**src/rtl/pll_ctrl_pkg.sv**
```systemverilog
// -----------------------------------------------------------------------------
// pll_ctrl_pkg : shared types and default timing for the ECP5 PLL phase control.
// Rev 1.0
// -----------------------------------------------------------------------------
`default_nettype none

package pll_ctrl_pkg;

   typedef enum logic [2:0] {
      ST_IDLE     = 3'd0,
      ST_SETUP    = 3'd1,
      ST_PULSE_HI = 3'd2,
      ST_PULSE_LO = 3'd3,
      ST_SETTLE   = 3'd4,
      ST_DONE     = 3'd5
   } pll_state_e;

   localparam int C_SETUP_CYC       = 4;
   localparam int C_STEP_HI_CYC     = 4;
   localparam int C_STEP_LO_CYC     = 4;
   localparam int C_SETTLE_CYC      = 16;
   localparam int C_LOCK_STABLE_CYC = 1024;
   localparam int C_STEPS_W         = 8;

   // ecp5pll output indices as seen on phasesel
   localparam logic [1:0] SHIFT = 2'd0;
   localparam logic [1:0] PIXEL = 2'd1;
   localparam logic [1:0] CPU   = 2'd2;
   localparam logic [1:0] SPARE = 2'd3;

   function automatic int max_of4(input int a, input int b, input int c, input int d);
      int m;
      m = a;
      if (b > m) m = b;
      if (c > m) m = c;
      if (d > m) m = d;
      return m;
   endfunction

endpackage

`default_nettype wire

```
**src/rtl/pll_lock_supervisor.sv**
```systemverilog
// -----------------------------------------------------------------------------
// pll_lock_supervisor : synchronises PLL locked and qualifies it as clk_ok.
// Rev 1.0
// -----------------------------------------------------------------------------
`default_nettype none

module pll_lock_supervisor
   import pll_ctrl_pkg::*;
#(
   parameter int LOCK_STABLE_CYC = C_LOCK_STABLE_CYC
) (
   input  logic clk_i,
   input  logic reset,
   input  logic locked_i,
   output logic lk,
   output logic clk_ok
);

   localparam int CW = $clog2(LOCK_STABLE_CYC + 1);
   localparam logic [CW-1:0] STABLE_MAX = CW'(LOCK_STABLE_CYC);
   localparam logic [CW-1:0] STABLE_ONE = CW'(1);

   logic          meta_q, meta_d;
   logic          lk_q, lk_d;
   logic [CW-1:0] stable_q, stable_d;

   always_comb begin
      meta_d   = locked_i;
      lk_d     = meta_q;
      stable_d = stable_q;
      if (!lk_q) begin
         stable_d = '0;
      end else if (stable_q != STABLE_MAX) begin
         stable_d = stable_q + STABLE_ONE;
      end
   end

   always_ff @(posedge clk_i) begin
      if (reset) begin
         meta_q   <= 1'b0;
         lk_q     <= 1'b0;
         stable_q <= '0;
      end else begin
         meta_q   <= meta_d;
         lk_q     <= lk_d;
         stable_q <= stable_d;
      end
   end

   // gated by lk_q so clk_ok falls in the same cycle lock is seen missing
   assign lk     = lk_q;
   assign clk_ok = lk_q && (stable_q == STABLE_MAX);

endmodule

`default_nettype wire

```
**src/rtl/pll_phase_sequencer.sv**
```systemverilog
// -----------------------------------------------------------------------------
// pll_phase_sequencer : drives the ecp5pll dynamic phase-shift port per request.
// Rev 1.0
// -----------------------------------------------------------------------------
`default_nettype none

module pll_phase_sequencer
   import pll_ctrl_pkg::*;
#(
   parameter int SETUP_CYC       = C_SETUP_CYC,
   parameter int STEP_HI_CYC     = C_STEP_HI_CYC,
   parameter int STEP_LO_CYC     = C_STEP_LO_CYC,
   parameter int SETTLE_CYC      = C_SETTLE_CYC,
   parameter int LOCK_STABLE_CYC = C_LOCK_STABLE_CYC,
   parameter int STEPS_W         = C_STEPS_W
) (
   input  logic               clk_i,
   input  logic               reset,
   input  logic               locked_i,
   input  logic               req_valid,
   output logic               req_ready,
   input  logic [1:0]         req_sel,
   input  logic               req_dir,
   input  logic [STEPS_W-1:0] req_steps,
   output logic [1:0]         phasesel,
   output logic               phasedir,
   output logic               phasestep,
   output logic               phaseloadreg,
   output logic               busy,
   output logic               done,
   output logic               lock_lost,
   output logic               clk_ok,
   output logic [STEPS_W-1:0] steps_done
);

   localparam int MAX_CYC = max_of4(SETUP_CYC, STEP_HI_CYC, STEP_LO_CYC, SETTLE_CYC);
   localparam int CNT_W   = $clog2(MAX_CYC + 1);

   localparam logic [CNT_W-1:0]   SETUP_LAST  = CNT_W'(SETUP_CYC - 1);
   localparam logic [CNT_W-1:0]   HI_LAST     = CNT_W'(STEP_HI_CYC - 1);
   localparam logic [CNT_W-1:0]   LO_LAST     = CNT_W'(STEP_LO_CYC - 1);
   localparam logic [CNT_W-1:0]   SETTLE_LAST = CNT_W'(SETTLE_CYC - 1);
   localparam logic [CNT_W-1:0]   CNT_ONE     = CNT_W'(1);
   localparam logic [STEPS_W-1:0] STEPS_ONE   = STEPS_W'(1);

   pll_state_e         state_q, state_d;
   logic [CNT_W-1:0]   cnt_q, cnt_d;
   logic [STEPS_W-1:0] remaining_q, remaining_d;
   logic [STEPS_W-1:0] steps_done_q, steps_done_d;
   logic [1:0]         phasesel_q, phasesel_d;
   logic               phasedir_q, phasedir_d;
   logic               phasestep_q, phasestep_d;
   logic               lock_lost_q, lock_lost_d;

   logic               lk;
   logic               accept;
   logic               abort;

   pll_lock_supervisor #(
      .LOCK_STABLE_CYC (LOCK_STABLE_CYC)
   ) u_lock_supervisor (
      .clk_i    (clk_i),
      .reset    (reset),
      .locked_i (locked_i),
      .lk       (lk),
      .clk_ok   (clk_ok)
   );

   assign accept = req_valid && req_ready;
   // losing lock while stepping invalidates the shift; SETTLE merely waits
   assign abort  = !lk && ((state_q == ST_SETUP) || (state_q == ST_PULSE_HI) ||
                           (state_q == ST_PULSE_LO));

   always_comb begin
      state_d      = state_q;
      cnt_d        = cnt_q;
      remaining_d  = remaining_q;
      steps_done_d = steps_done_q;
      phasesel_d   = phasesel_q;
      phasedir_d   = phasedir_q;
      lock_lost_d  = lock_lost_q;

      if (abort) begin
         state_d     = ST_IDLE;
         cnt_d       = '0;
         lock_lost_d = 1'b1;
      end else begin
         case (state_q)
            ST_IDLE: begin
               if (accept) begin
                  phasesel_d   = req_sel;
                  phasedir_d   = req_dir;
                  steps_done_d = '0;
                  lock_lost_d  = 1'b0;
                  remaining_d  = req_steps;
                  cnt_d        = '0;
                  state_d      = (req_steps == '0) ? ST_SETTLE : ST_SETUP;
               end
            end
            ST_SETUP: begin
               if (cnt_q == SETUP_LAST) begin
                  cnt_d   = '0;
                  state_d = ST_PULSE_HI;
               end else begin
                  cnt_d = cnt_q + CNT_ONE;
               end
            end
            ST_PULSE_HI: begin
               if (cnt_q == HI_LAST) begin
                  cnt_d       = '0;
                  remaining_d = remaining_q - STEPS_ONE;
                  state_d     = ST_PULSE_LO;
               end else begin
                  cnt_d = cnt_q + CNT_ONE;
               end
            end
            ST_PULSE_LO: begin
               if (cnt_q == LO_LAST) begin
                  cnt_d = '0;
                  if (steps_done_q != '1) begin
                     steps_done_d = steps_done_q + STEPS_ONE;
                  end
                  state_d = (remaining_q == '0) ? ST_SETTLE : ST_PULSE_HI;
               end else begin
                  cnt_d = cnt_q + CNT_ONE;
               end
            end
            ST_SETTLE: begin
               if (clk_ok) begin
                  if (cnt_q == SETTLE_LAST) begin
                     cnt_d   = '0;
                     state_d = ST_DONE;
                  end else begin
                     cnt_d = cnt_q + CNT_ONE;
                  end
               end
            end
            ST_DONE: begin
               state_d = ST_IDLE;
            end
            default: begin
               state_d = ST_IDLE;
               cnt_d   = '0;
            end
         endcase
      end

      phasestep_d = (state_d == ST_PULSE_HI);
   end

   always_ff @(posedge clk_i) begin
      if (reset) begin
         state_q      <= ST_IDLE;
         cnt_q        <= '0;
         remaining_q  <= '0;
         steps_done_q <= '0;
         phasesel_q   <= 2'd0;
         phasedir_q   <= 1'b0;
         phasestep_q  <= 1'b0;
         lock_lost_q  <= 1'b0;
      end else begin
         state_q      <= state_d;
         cnt_q        <= cnt_d;
         remaining_q  <= remaining_d;
         steps_done_q <= steps_done_d;
         phasesel_q   <= phasesel_d;
         phasedir_q   <= phasedir_d;
         phasestep_q  <= phasestep_d;
         lock_lost_q  <= lock_lost_d;
      end
   end

   assign req_ready    = (state_q == ST_IDLE) && clk_ok;
   assign phasesel     = phasesel_q;
   assign phasedir     = phasedir_q;
   assign phasestep    = phasestep_q;
   assign phaseloadreg = 1'b0;
   assign busy         = (state_q != ST_IDLE);
   assign done         = (state_q == ST_DONE);
   assign lock_lost    = lock_lost_q;
   assign steps_done   = steps_done_q;

endmodule

`default_nettype wire

```
**config.mk**
```make
export PLATFORM = sky130hd
export DESIGN_NAME = pll_phase_sequencer
export DESIGN_NICKNAME = d
export VERILOG_FILES = /design/src/rtl/pll_ctrl_pkg.sv /design/src/rtl/pll_lock_supervisor.sv /design/src/rtl/pll_phase_sequencer.sv
export SDC_FILE = /design/constraint.sdc
export NUM_CORES = 1
export LEC_CHECK = 0
export ABC_CLOCK_PERIOD_IN_PS = 2160
export CAP_MARGIN = 0
export CORE_UTILIZATION = 45
export DETAILED_ROUTE_END_ITERATION = 10
export GPL_TIMING_DRIVEN = 1
export PLACE_DENSITY = 0.68
export SLEW_MARGIN = 25
export SYNTH_ARGS = -nofsm -noshare
export SYNTH_HDL_FRONTEND = slang
export SYNTH_SLANG_ARGS = --single-unit
```
**constraint.sdc**
```tcl
create_clock -name clk_i -period 2.16 [get_ports clk_i]
set_input_delay 0.216 -clock clk_i [delete_from_list [all_inputs] [get_ports clk_i]]
set_output_delay 0.216 -clock clk_i [all_outputs]
set_load 0.02 [all_outputs]
```
==> flow_summary_export.csv <==
group,metric,value,unit
placement,io_buffers,31,
global_route,overflow,0,
routing,vias,2266,
cells_and_area,drive_above_1_share,0.159,
clocking,cts_tree,"yes",
setup_path,crit_arrival,2.25,ns
timing,hold_viol_final,0,
floorplanning,die_h,75.4,µm
clocking,htreeDepth,2,
timing,min_period,2.08,ns
global_route,grt_max_degree,21,
setup_path,worstSetupStartpoint,"cnt_q[0]$_SDFFE_PP0P_",
timing,rsz0062_at_grt,"true",
timing,tns,0,ns
synthesis,synth_fa_ha_area_frac,0.0362,
setup_path,crit_family,"compound AO/OA/AOI/OAI gates",
pwr,vdd_drop_max,0.377,mV
routing,totalWireLength,5640,µm
synthesis,yosysTopAreaCell,"dfxtp_1",
placement,hpwl,4160,µm
cells_and_area,area.growth.synth_to_final,26.1,%
setup_path,rr_worst_depth,5,
synthesis,syn_inst,279,
timing,tightest_slew,0.664,ns
timing,fin_skew,0.00639,ns
timing,timing.fmax,0.481,GHz
placement,globalplace.congestion,0.812,
synthesis,ys.warnings.count,0,
clocking,cts_buffers,5,
run,drv_cap,0,
floorplanning,core_area,0.00514,mm²
synthesis,ys_async_sr_fraction,0,
setup_path,slowest_stage,"or4b_1",
synthesis,synth_top_family_by_area,"simple AND/OR/NAND/NOR gates",
floorplanning,io_pins,33,
clocking,cts_sinks,42,
cells_and_area,fin_nets,349,
routing,wl_per_cell,14.2,µm
setup_path,crit_chain,"ha_1 -> or4b_1 -> a21o_1 -> o41ai_1 -> o31ai_1",
setup_path,worst-path-buf-inv,0,
synthesis,synth_nets,301,
synthesis,synth-main-ff-cell,"dfxtp_1",
setup_path,reg2reg_to,"remaining_q[3]$_SDFFE_PP0P_",
min_path,min_from,"u_lock_supervisor.lk_d$_SDFF_PP0_",
timing,setup_viol,0,
synthesis,synth.top_cell.area_share,0.347,
global_route,grt_pass1_vias,2002,
floorplanning,fp.dieW,75.4,µm
synthesis,synth_cell_types,58,
synthesis,syn_area,0.00242,mm²
setup_path,crit_end,"remaining_q[3]$_SDFFE_PP0P_",
routing,drtAntennaViolNets,0,
pwr,power.density,483,mW/mm²
setup_path,reg2reg_from,"cnt_q[0]$_SDFFE_PP0P_",
synthesis,avgSynthCellArea,8.68,µm²
synthesis,muxShareOfSynthArea,0.0331,
pwr,power_leakage,0.00109,µW
floorplanning,rows,26,
global_route,antenna_found_initial,0,
min_path,hold_path_class,"reg -> reg",
timing,fin_crit_sh,0.963,
clocking,cts_buffer_depth,2,
setup_path,worstSetupStartpointType,"flop",
cells_and_area,antennaDiodeCount,0,
routing,vias_per_cell,5.69,
clocking,clk_latency,0.29,ns
pwr,finalPower,1470,µW
global_route,grt.total_usage,0.215,
routing,drc_errors,0,
global_route,grt_pass1_wl,9270,µm
synthesis,seq_area_frac_synth,0.347,
floorplanning,die_area,0.00568,mm²
timing,max_slew_margin,0.557,
clocking,cts_root_buffer,"clkbuf_8",
synthesis,synthSimpleGateAreaFrac,0.297,
synthesis,synth_xor_area_frac,0.0326,
timing,slew_viol_final,0,
synthesis,synth_compound_area_frac,0.208,
routing,dr.pass1.iters,4,
clocking,clkTransAtPathRegs,0.08,ns
setup_path,path_depth,5,
setup_path,cp-end-kind,"flop",
status,status,"completed",
setup_path,cp_max_fo,6,
synthesis,synth.area.top_cells,"dfxtp_1 (35%), a21oi_1 (4.1%), nor2_1 (3.7%)",
clocking,cts_setup_buffers,0,
setup_path,cp.required,2.33,ns
routing,drt_first_iter_violations,169,
synthesis,ys_ff_latch,42,
setup_path,cpPeakStageDelay,0.53,ns
synthesis,synth_edf_count,0,
floorplanning,start_util,0.471,
setup_path,crit_type,"reg -> reg",
setup_path,reg2reg_slack,0.08,ns
[report_power, final]
part / total [µW] / switching [µW] / internal (µW) / leakage (µW)
Sequential: 777 / 1.77 / 776 / 0.000339
Combinational: 74.9 / 35.6 / 39.3 / 0.000704
Clock: 623 / 278 / 345 / 0.0000514
[timing repair]
item / in CTS / in global routing
pin swaps: 0 / 3
hold buffers: 0 / 0
resized for setup: 4 / 9
setup endpoints to repair: 3 / 13
[Yosys cell counts, types with 4 or more instances]
cell type / count
o31ai_1: 6
or3_1: 6
nand3_1: 10
xor2_1: 7
a21oi_1: 20
nor3b_1: 4
o21ai_0: 9
nand2_1: 10
clkbuf_1: 7
nor3_1: 4
nor4b_1: 4
nor2b_1: 5
o41ai_1: 4
or3b_2: 4
ha_1: 7
nor2_1: 24
mux2i_1: 8
dfxtp_1: 42
inv_1: 13
nand4_1: 7
nand2b_1: 8
nor4_1: 9
[routing by layer]
metal	GRT usage	part of all wire	vias to the layer above
met5	0	0	-
met4	0.0782	0.0078	0
met3	0.0370	0.036	4
met2	0.340	0.48	52
met1	0.295	0.48	1065
li1	-	-	1145
[layout make-up]
type / count / area (µm²)
fillers: 493 / 2090
multi-input cells: 212 / 1500
flip-flops and latches: 42 / 841
repair buffers: 53 / 464
well taps: 70 / 87.6
clock buffers: 6 / 72.6
inverters: 13 / 48.8
clock inverters: 2 / 37.5
[worst register-to-register path, stage by stage (launching register included)]
cell and delay, ns:
dfxtp_1 0.38, ha_1 0.19, or4b_1 0.53, a21o_1 0.31, o41ai_1 0.43, o31ai_1 0.13
[per-stage QoR]
stage	setup WS [ns]	std cells	utilization	cell area (µm²)	hold slack, ns
floorplan	0.181	279	-	2420	0.344
global placement	0.0601	390	0.569	2930	0.418
detailed placement	0.0326	390	0.569	2930	0.429
CTS	0.00165	398	0.590	3030	0.455
global route	-0.00652	398	0.594	3050	0.455
finish	0.0790	398	0.594	3050	0.448
[placed cells by master, fill, tap and decap left out, types with 3 or more instances in the layout]
master,netlist,routed
nor3_1,4,4
xor2_1,7,7
buf_4,3,22
nand2_1,10,10
a21oi_1,20,20
or3b_2,4,4
nor2b_1,5,5
nand4_1,7,7
nor4_1,9,9
and3_1,3,3
o41ai_1,4,3
or3_1,6,6
o21ai_0,9,9
ha_1,7,7
inv_1,13,13
and2_1,3,3
a22oi_1,3,3
nor3b_1,4,4
clkdlybuf4s50_1,0,28
o31ai_1,6,6
nand3_1,10,9
nor2_1,24,24
nand2b_1,8,8
dfxtp_1,42,42
o32ai_1,3,3
nand3b_1,3,3
clkbuf_8,0,5
or2_2,3,3
mux2i_1,8,8
nor4b_1,4,3
o211ai_1,3,3
[cells by family after synthesis]
group / count (synthesis)
other cells: 1
fa+ha+maj: 7
mux: 8
simple gates: 118
buf+inv: 25
xor+xnor: 9
flops: 42
compound gates: 69
[flip-flops by register name, indices dropped and copies added, names as in the netlist]
name and flops:
u_lock_supervisor.lk 1, u_lock_supervisor.stable_q 11, cnt_q 5, steps_done 8
phasestep 1, remaining_q 8, phasesel 2, phasedir 1
lock_lost 1, state_q 3, u_lock_supervisor.lk_d 1
[worst min path at each step]
stage / endpoint / slack [ns] / cells past startpoint
6_report: u_lock_supervisor.lk$_SDFF_PP0_ / 0.45 / 1
5_1_grt: u_lock_supervisor.lk_d$_SDFF_PP0_ / 0.46 / 2
4_1_cts: u_lock_supervisor.lk$_SDFF_PP0_ / 0.45 / 1
3_5_place_dp: u_lock_supervisor.lk$_SDFF_PP0_ / 0.43 / 1
3_3_place_gp: u_lock_supervisor.lk$_SDFF_PP0_ / 0.42 / 1
2_1_floorplan: u_lock_supervisor.lk_d$_SDFF_PP0_ / 0.34 / 1
(Power assumes the default switching activity.)
